$ cat src/rtl/div32_seq.sv
// Sequential restoring divider: 32 quotient bits MSB first, then a sign-fix cycle; done 34 edges after start.
// Signed two's-complement support is compiled in with DIV_SIGNED_EN; otherwise all divisions are unsigned.
module div32_seq #(
   parameter int WIDTH = 32
) (
   input  logic             clk,
   input  logic             rst_n,
   input  logic             start,
   input  logic             sign,
   input  logic [WIDTH-1:0] dividend,
   input  logic [WIDTH-1:0] divisor,
   output logic             busy,
   output logic             done,
   output logic [WIDTH-1:0] q,
   output logic [WIDTH-1:0] r,
   output logic             div_by_zero
);

   localparam int CW = $clog2(WIDTH + 1);

   typedef enum logic [1:0] {IDLE, CALC, FIX, DONE} state_t;

   state_t           state, state_nxt;
   logic [CW-1:0]    cnt;
   logic [WIDTH-1:0] dvd_l, dvs_l;
   logic             sgn_l;
   logic [WIDTH-1:0] dvs_m, rem, dq;
   logic [WIDTH-1:0] mag_a, mag_b, fix_q, fix_r;
   logic [WIDTH:0]   shifted, diff;
   logic             ld;

   assign ld      = start && (state == IDLE || state == DONE);
   assign shifted = {rem, dq[WIDTH-1]};
   assign diff    = shifted - {1'b0, dvs_m};
   assign busy    = (state == CALC) || (state == FIX);
   assign done    = (state == DONE);

`ifdef DIV_SIGNED_EN
   logic neg_a, neg_b;
   assign neg_a = sgn_l & dvd_l[WIDTH-1];
   assign neg_b = sgn_l & dvs_l[WIDTH-1];
   assign mag_a = neg_a ? -dvd_l : dvd_l;
   assign mag_b = neg_b ? -dvs_l : dvs_l;
   assign fix_q = (neg_a ^ neg_b) ? -dq : dq;
   assign fix_r = neg_a ? -rem : rem;
`else
   logic unused_sign;
   assign unused_sign = sign ^ sgn_l;
   assign mag_a = dvd_l;
   assign mag_b = dvs_l;
   assign fix_q = dq;
   assign fix_r = rem;
`endif

   always_ff @(posedge clk) begin
      if (!rst_n) state <= IDLE;
      else        state <= state_nxt;
   end

   always_comb begin
      state_nxt = state;
      case (state)
         IDLE:    if (start) state_nxt = CALC;
         CALC:    if (cnt == CW'(WIDTH)) state_nxt = FIX;
         FIX:     state_nxt = DONE;
         DONE:    state_nxt = start ? CALC : IDLE;
         default: state_nxt = IDLE;
      endcase
   end

   // cnt==0 is a setup cycle that forms the magnitudes; cnt 1..WIDTH each retire one quotient bit.
   always_ff @(posedge clk) begin
      if (!rst_n) begin
         cnt         <= '0;
         dvd_l       <= '0;
         dvs_l       <= '0;
         sgn_l       <= 1'b0;
         dvs_m       <= '0;
         rem         <= '0;
         dq          <= '0;
         q           <= '0;
         r           <= '0;
         div_by_zero <= 1'b0;
      end else begin
         if (ld) begin
            dvd_l <= dividend;
            dvs_l <= divisor;
            sgn_l <= sign;
            cnt   <= '0;
         end
         case (state)
            CALC: begin
               cnt <= cnt + 1'b1;
               if (cnt == '0) begin
                  dq    <= mag_a;
                  dvs_m <= mag_b;
                  rem   <= '0;
               end else if (!diff[WIDTH]) begin
                  rem <= diff[WIDTH-1:0];
                  dq  <= {dq[WIDTH-2:0], 1'b1};
               end else begin
                  rem <= shifted[WIDTH-1:0];
                  dq  <= {dq[WIDTH-2:0], 1'b0};
               end
            end
            FIX: begin
               // Divide by zero reports the raw dividend, bypassing sign correction.
               if (dvs_l == '0) begin
                  q           <= '1;
                  r           <= dvd_l;
                  div_by_zero <= 1'b1;
               end else begin
                  q           <= fix_q;
                  r           <= fix_r;
                  div_by_zero <= 1'b0;
               end
            end
            default: ;
         endcase
      end
   end

endmodule
$ cat config.mk
export PLATFORM = sky130hd
export DESIGN_NAME = div32_seq
export DESIGN_NICKNAME = d
export VERILOG_FILES = /design/src/rtl/div32_seq.sv
export SDC_FILE = /design/constraint.sdc
export NUM_CORES = 1
export LEC_CHECK = 0
export CORE_MARGIN = 1.5
export CORE_UTILIZATION = 50
export DETAILED_ROUTE_END_ITERATION = 12
export PLACE_DENSITY = 0.72
export RECOVER_POWER = 50
export SETUP_SLACK_MARGIN = 0.05
export SLEW_MARGIN = 25
export SYNTH_ARGS = -nofsm -noshare
export SYNTH_HDL_FRONTEND = slang
export SYNTH_SLANG_ARGS = --single-unit
$ cat constraint.sdc
create_clock -name clk -period 10.1 [get_ports clk]
set_input_delay 1.515 -clock clk [delete_from_list [all_inputs] [get_ports clk]]
set_output_delay 1.515 -clock clk [all_outputs]
set_load 0.01 [all_outputs]
==> impl_metrics.toml <==
[die]
dieArea_sq_um = 23400
die_y_microns = 153
core_area_sq_um = 22000
row_count = 54
ios = 135
start_util = 0.512
fp.dieW_microns = 153

[clock_tree]
root_buffer = "clkbuf_16"
cts_htree_levels = 1
cts_resized = 0
cts_sinks = 233
cts_tree = "built"
cts_setup_buffers = 0
cts_buffers = 24
ctsLongestPathBuffers = 3
clock_latency_ns = 0.52
cts_hold_buf = 0
clk_pin_slew_ns = 0.06

[detailed_routing]
vias_per_cell = 5.55
ant_nets = 0
wirelength_mm = 27.7
dr_total_vias = 9774
avgRoutedWirePerCell_microns = 15.7
first_pass_iters = 9
drcViolationCount = 15
drt_iter0_markers = 645

[timing]
drv_slew = 51
finalSetupViolCount = 0
finClkSkew_ns = 0.0174
slew_headroom = -0.504
hold_violations = 0
setup_tns_ns = 0
fmax_ghz = 0.197
fin_crit_sh = 0.502
rsz0062_at_grt = "no"
hold-worst-slack_ns = 0.452
tightest_slew_ns = 2.26
period_minus_slack_ns = 5.07

[critical_path]
end_kind = "register"
critPathKind = "input pin to register"
r2r-end = "fix_r[27]"
r2r_slack_ns = 6.09
critical_path.startpoint = "rst_n"
worstPathMaxFanout = 95
rr_worst_depth = 14
timing.rr.start = "dq[31]"
crit_required_ns = 10.52
start_kind = "input pin"
crit_arrival_ns = 5.50
critical_path.endpoint = "dq[1]"

[cells_and_area]
nFillCells = 1940
fin_nets = 1577
drive_gt1_frac = 0.0520
multi_input_area_sq_um = 6050
syn2layout_area_growth_pct = 19.1
regArea_sq_um = 4660
n_antenna_cell = 0

[outcome]
outcome = "finished, violations left"
violations = "DRC, capacitance limit, slew limit"

[global_routing]
antenna_found_initial = 0
grt_pass1_vias = 8856
grt_usage = 0.231
gr-total-overflow = 0
grt_max_degree = 96
grt_pass1_wl_mm = 45.3

[yosys]
seq_area_frac_synth = 0.415
async_reset_ff_frac = 0
synth-main-ff-cell = "dfxtp_1"
synth_seq_cells = 233
ys_warn_count = 0
yosysUniqueCellTypes = 53
synth_nets = 1511
syn_avg_cell_area_sq_um = 8.02
synth-edff-count = 0
synthCells = 1403
netlist_area_sq_um = 11300

[placed_design]
gp_congestion = 0.885
dp.final_hpwl_mm = 18.9
io_buffer_count = 133

[power_and_ir_drop]
p_leak_nw = 5.23
peakVddDrop_v = 0.000225
powerDensity_nw_per_um2 = 325

[flow_run]
maxCapViolations = 1

[min_path]
hold_class = "register to register"
==> cells by family (layout without fill, tap and decap cells) <==
family          count (synthesis)  after routing  synth area share
flops                         233            233             0.415
buf+inv                       151            230            0.0520
simple gates                  494            494             0.184
mux                            65             65            0.0578
compound gates                393            393             0.226
xor+xnor                       27             27            0.0210
fa+ha+maj                      40             40            0.0451
==> worst min path at each step <==
stage               depth (start not counted)        end  startpoint
detailed placement                          2   dvs_m[4]    dvs_m[4]
CTS                                         2   dvs_m[4]    dvs_m[4]
global placement                            2  dvs_m[17]   dvs_m[17]
floorplan                                   2  dvs_m[10]   dvs_m[10]
global route                                2   dvs_m[6]    dvs_m[6]
finish                                      2   dvs_m[4]    dvs_m[4]
==> power breakdown <==
group | switching [mW] | leakage, nW | internal [mW]
registers | 0.180 | 1.90 | 1.17
clock network | 0.350 | 0.358 | 0.494
logic | 1.34 | 2.97 | 0.820
total | 1.87 | 5.23 | 2.48
==> critical path: stages <==
cell,delay (ns)
dlygate4sd3_1,0.52
clkbuf_1,1.61
inv_4,0.90
buf_4,0.61
a211oi_1,0.28
==> cell usage after synthesis (all sizes together), types with 2 or more instances <==
cell / number / share of area
buf: 18 / 0.0077
a21o: 21 / 0.014
nand2: 284 / 0.095
a31oi: 6 / 0.0033
clkbuf: 88 / 0.029
nand4: 26 / 0.014
inv: 45 / 0.015
o21ai: 56 / 0.025
and4: 2 / 0.0016
dfxtp: 233 / 0.41
o2111ai: 2 / 0.0016
o31a: 2 / 0.0016
o22a: 2 / 0.0016
o21a: 6 / 0.0040
or3: 3 / 0.0017
a21boi: 4 / 0.0027
a211oi: 58 / 0.039
mux2i: 65 / 0.058
nor4: 9 / 0.0050
and2: 5 / 0.0028
xnor2: 16 / 0.012
nor2: 120 / 0.040
nand2b: 10 / 0.0056
o211ai: 29 / 0.026
ha: 39 / 0.043
nor2b: 6 / 0.0033
and3: 6 / 0.0033
o211a: 9 / 0.0080
a21oi: 175 / 0.078
xor2: 11 / 0.0086
o221ai: 4 / 0.0053
a22oi: 2 / 0.0013
a41oi: 4 / 0.0038
a221o: 6 / 0.0053
nand3: 16 / 0.0071
nor3: 3 / 0.0013
==> layer usage <==
layer	part of all wire	routed length, microns	GRT usage	vias up
met3	0.054	1490	0.0269	27
met2	0.42	11700	0.351	249
met4	0.013	357	0.0444	0
met5	0	0	0	-
met1	0.51	14100	0.352	4475
li1	-	-	-	5023
==> registers in the layout, summed over array words and instances (netlist names) <==
name         count
cnt              6
dvs_l           32
r               32
dvd_l           32
dq              32
dvs_m           32
q               32
state            2
fix_r           32
div_by_zero      1
==> final cells by class <==
| cell class | instances | share of cell area |
|---|---|---|
| Multi-Input combinational cell | 1019 | 0.451 |
| Timing Repair Buffer | 146 | 0.106 |
| Tap cell | 280 | 0.0261 |
| Clock inverter | 7 | 0.00738 |
| Clock buffer | 32 | 0.0478 |
| Inverter | 45 | 0.0128 |
| Sequential cell | 233 | 0.348 |
==> layout by cell type, fill, tap and decap left out, types with 6 or more instances in the layout <==
cell / Yosys / layout
mux2i_1: 65 / 65
dlygate4sd3_1: 0 / 56
inv_1: 45 / 44
xor2_1: 11 / 11
clkbuf_1: 88 / 8
clkbuf_16: 0 / 24
a21o_1: 21 / 21
o21a_1: 6 / 6
o211ai_2: 16 / 16
a21oi_1: 175 / 175
o211a_1: 9 / 9
nand4_1: 26 / 26
buf_4: 0 / 12
clkdlybuf4s50_1: 0 / 77
nand2_1: 284 / 283
nand3_1: 16 / 16
xnor2_1: 16 / 16
a31oi_1: 6 / 6
nor2_1: 120 / 119
o21ai_0: 55 / 55
a211oi_1: 58 / 58
a221o_1: 6 / 6
ha_1: 39 / 37
dfxtp_1: 233 / 233
o211ai_1: 13 / 13
nor4_1: 9 / 9
nand2b_1: 10 / 9
and3_1: 6 / 6
==> stage by stage <==
step	std cells	instance area [sq um]	power, mW	setup WS [ns]	utilization
final	1762	13400	4.35	5.03	0.610
after global routing	1762	13400	4.66	4.61	0.610
after CTS	1762	13400	4.40	6.11	0.610
after detailed placement	1723	12700	3.54	6.10	0.577
after global placement	1723	12700	3.52	6.13	0.577
after floorplan	1403	11300	2.92	6.88	-
Note: power is estimated with default switching activity, not from simulation.
==> edit: new RTL, same settings <==
Add a define of `DIV_SIGNED_EN`.
--- a/src/rtl/div32_seq.sv
+++ b/src/rtl/div32_seq.sv
@@ -1,5 +1,7 @@
 // Sequential restoring divider: 32 quotient bits MSB first, then a sign-fix cycle; done 34 edges after start.
 // Signed two's-complement support is compiled in with DIV_SIGNED_EN; otherwise all divisions are unsigned.
+`define DIV_SIGNED_EN
+
 module div32_seq #(
    parameter int WIDTH = 32
 ) (
Function: no difference found for any inputs over 4 cycles, from zero or initial values and one cycle with rst_n low; that may be too few to reach the edited logic, so the function may still have changed.
==> edit against the unedited design <==
- the run ends with max-capacitance violations, max-slew violations left
- global-route usage up 2.5 points
- wire length up 31%
- worst setup slack better by 0.34 ns
- critical endpoint is now rem[20]
- core utilization down 1.1 points
- sequential share of layout area down 5.1 points
- area after synthesis up 20%
- via count up 26%
- register-to-register slack better by 0.16 ns
- synthesized cell count up 24%
- total power up 3.3%
- sequential cell count up 1
- design area up 18%
==> edit: results (changes against the unedited design) <==
- Lkg Pwr: 0.005967 µW (was 0.005225 µW)
- WP data arrival: 5.17 ns (was 5.50 ns)
- DPL Wire Length: 26280 µm (was 18920 µm)
- CP Max Fanout: 56 (was 95)
- Area post-placement: 14840 µm² (was 12660 µm²)
- Routability cong.: 0.9046 (was 0.8850)
- Register area: 4684 µm² (was 4664 µm²)
- Final net count: 1916 (was 1577)
- Most common library cells after synthesis: 258 x nand2_1, 234 x dfxtp_1, 185 x a21oi_1 (was 284 x nand2_1, 233 x dfxtp_1, 175 x a21oi_1)
- CTS buffer count: 26 (was 24)
- Fin. max-slew vios: 57 (was 51)
- Worst path max stage delay: 1.65 ns (was 1.61 ns)
- Max VDD drop: 148.0 µV (was 224.7 µV)
- Vias in the first global route: 11310 (was 8856)
- Clk_lat worst skew: 0.54 ns (was 0.52 ns)
- Reg2Reg Setup Slack: 6.25 ns (was 6.09 ns)
- Grt met1 use: 34.28% (was 35.15%)
- TritonRoute pass-1 iters: 5 (was 9)
- Library cells used by synthesis: 77 (was 53)
- Max-cap viol count: 1 (unchanged)
- Hold Slack: 0.4550 ns (was 0.4524 ns)
- Total track usage: 25.60% (was 23.09%)
- R2R cell count: 13 (was 14)
- Fillers: 2400 (was 1940)
- Status: complete, but fails checks (unchanged)
- IO Port Bufs: 134 (was 133)
- Worst Tran Pin Value: 2.357 ns (was 2.257 ns)
- First-pass GRT wire length: 59000 µm (was 45270 µm)
- Sequential element share of the synthesized area: 34.77% (was 41.45%)
- Failing checks: max-capacitance violations, max-slew violations (was design-rule violations, max-capacitance violations, max-slew violations)
- Initial DRC Count: 821 (was 645)
- Area fraction in compound gates after synthesis: 22.93% (was 22.58%)
- Post-Synth XOR/XNOR Area: 9.288% (was 2.102%)
- Layout cells sized above 1: 5.428% (was 5.196%)
- Met2 GRT Util: 41.95% (was 35.14%)
[edit: cell count changes in the layout (fill, tap and decap cells not counted), sizes merged, moves of 16 or more]
cell    unedited run  this run
nor2             120       177
nand2            284       260
nor3               3        27
xor2              11        60
o21ai             56       154
mux2i             65        49
xnor2             16        82
o211ai            29        10
a31oi              6        44
nand4             26         4
o31ai              0        21
a211oi            58        42
[edit: final timing paths]
kind / start / endpoint
max: rst_n / rem[20]
min: dvs_m[30] / dvs_m[30]
max reg2reg: dq[31] / rem[25]
min reg2reg: dvs_m[30] / dvs_m[30]
[edit: critical path, delay by kind of cell]
kind / cells / cell delay, ns
compound gates: 1 / 0.26
simple gates: 3 / 1.73
buf+inv: 1 / 1.65
[edit: metal layers]
layer	up-vias	part of all wire (%)
li1	6193	-
met1	5654	46
met2	340	45
met3	81	4.7
met4	0	4.1
met5	-	0
[edit: power by group]
| part | switching [µW] | internal (µW) | total (µW) |
|---|---|---|---|
| Combinational | 1300 | 856 | 2150 |
| Sequential | 218 | 1140 | 1360 |
| Clock | 395 | 586 | 982 |
[edit: logic make-up (layout without fill, tap and decap cells)]
group | Yosys count | in the layout
compound gates | 518 | 518
flops | 234 | 234
buf+inv | 172 | 254
fa+ha+maj | 44 | 44
simple gates | 581 | 581
mux | 51 | 51
xor+xnor | 142 | 142
[edit: layout make-up]
class / instances / share of cell area (%)
Multi-Input combinational cell: 1336 / 51.32
Sequential cell: 234 / 29.75
Timing Repair Buffer: 147 / 9.121
Clock buffer: 38 / 4.926
Tap cell: 335 / 2.662
Inverter: 59 / 1.422
Clock inverter: 10 / 0.8025
[edit: through the flow]
stage | power, µW | std cells
2_1_floorplan | 2952 | 1742
3_3_place_gp | 3496 | 2111
3_5_place_dp | 3538 | 2111
4_1_cts | 4527 | 2159
5_1_grt | 4812 | 2159
6_report | 4496 | 2159
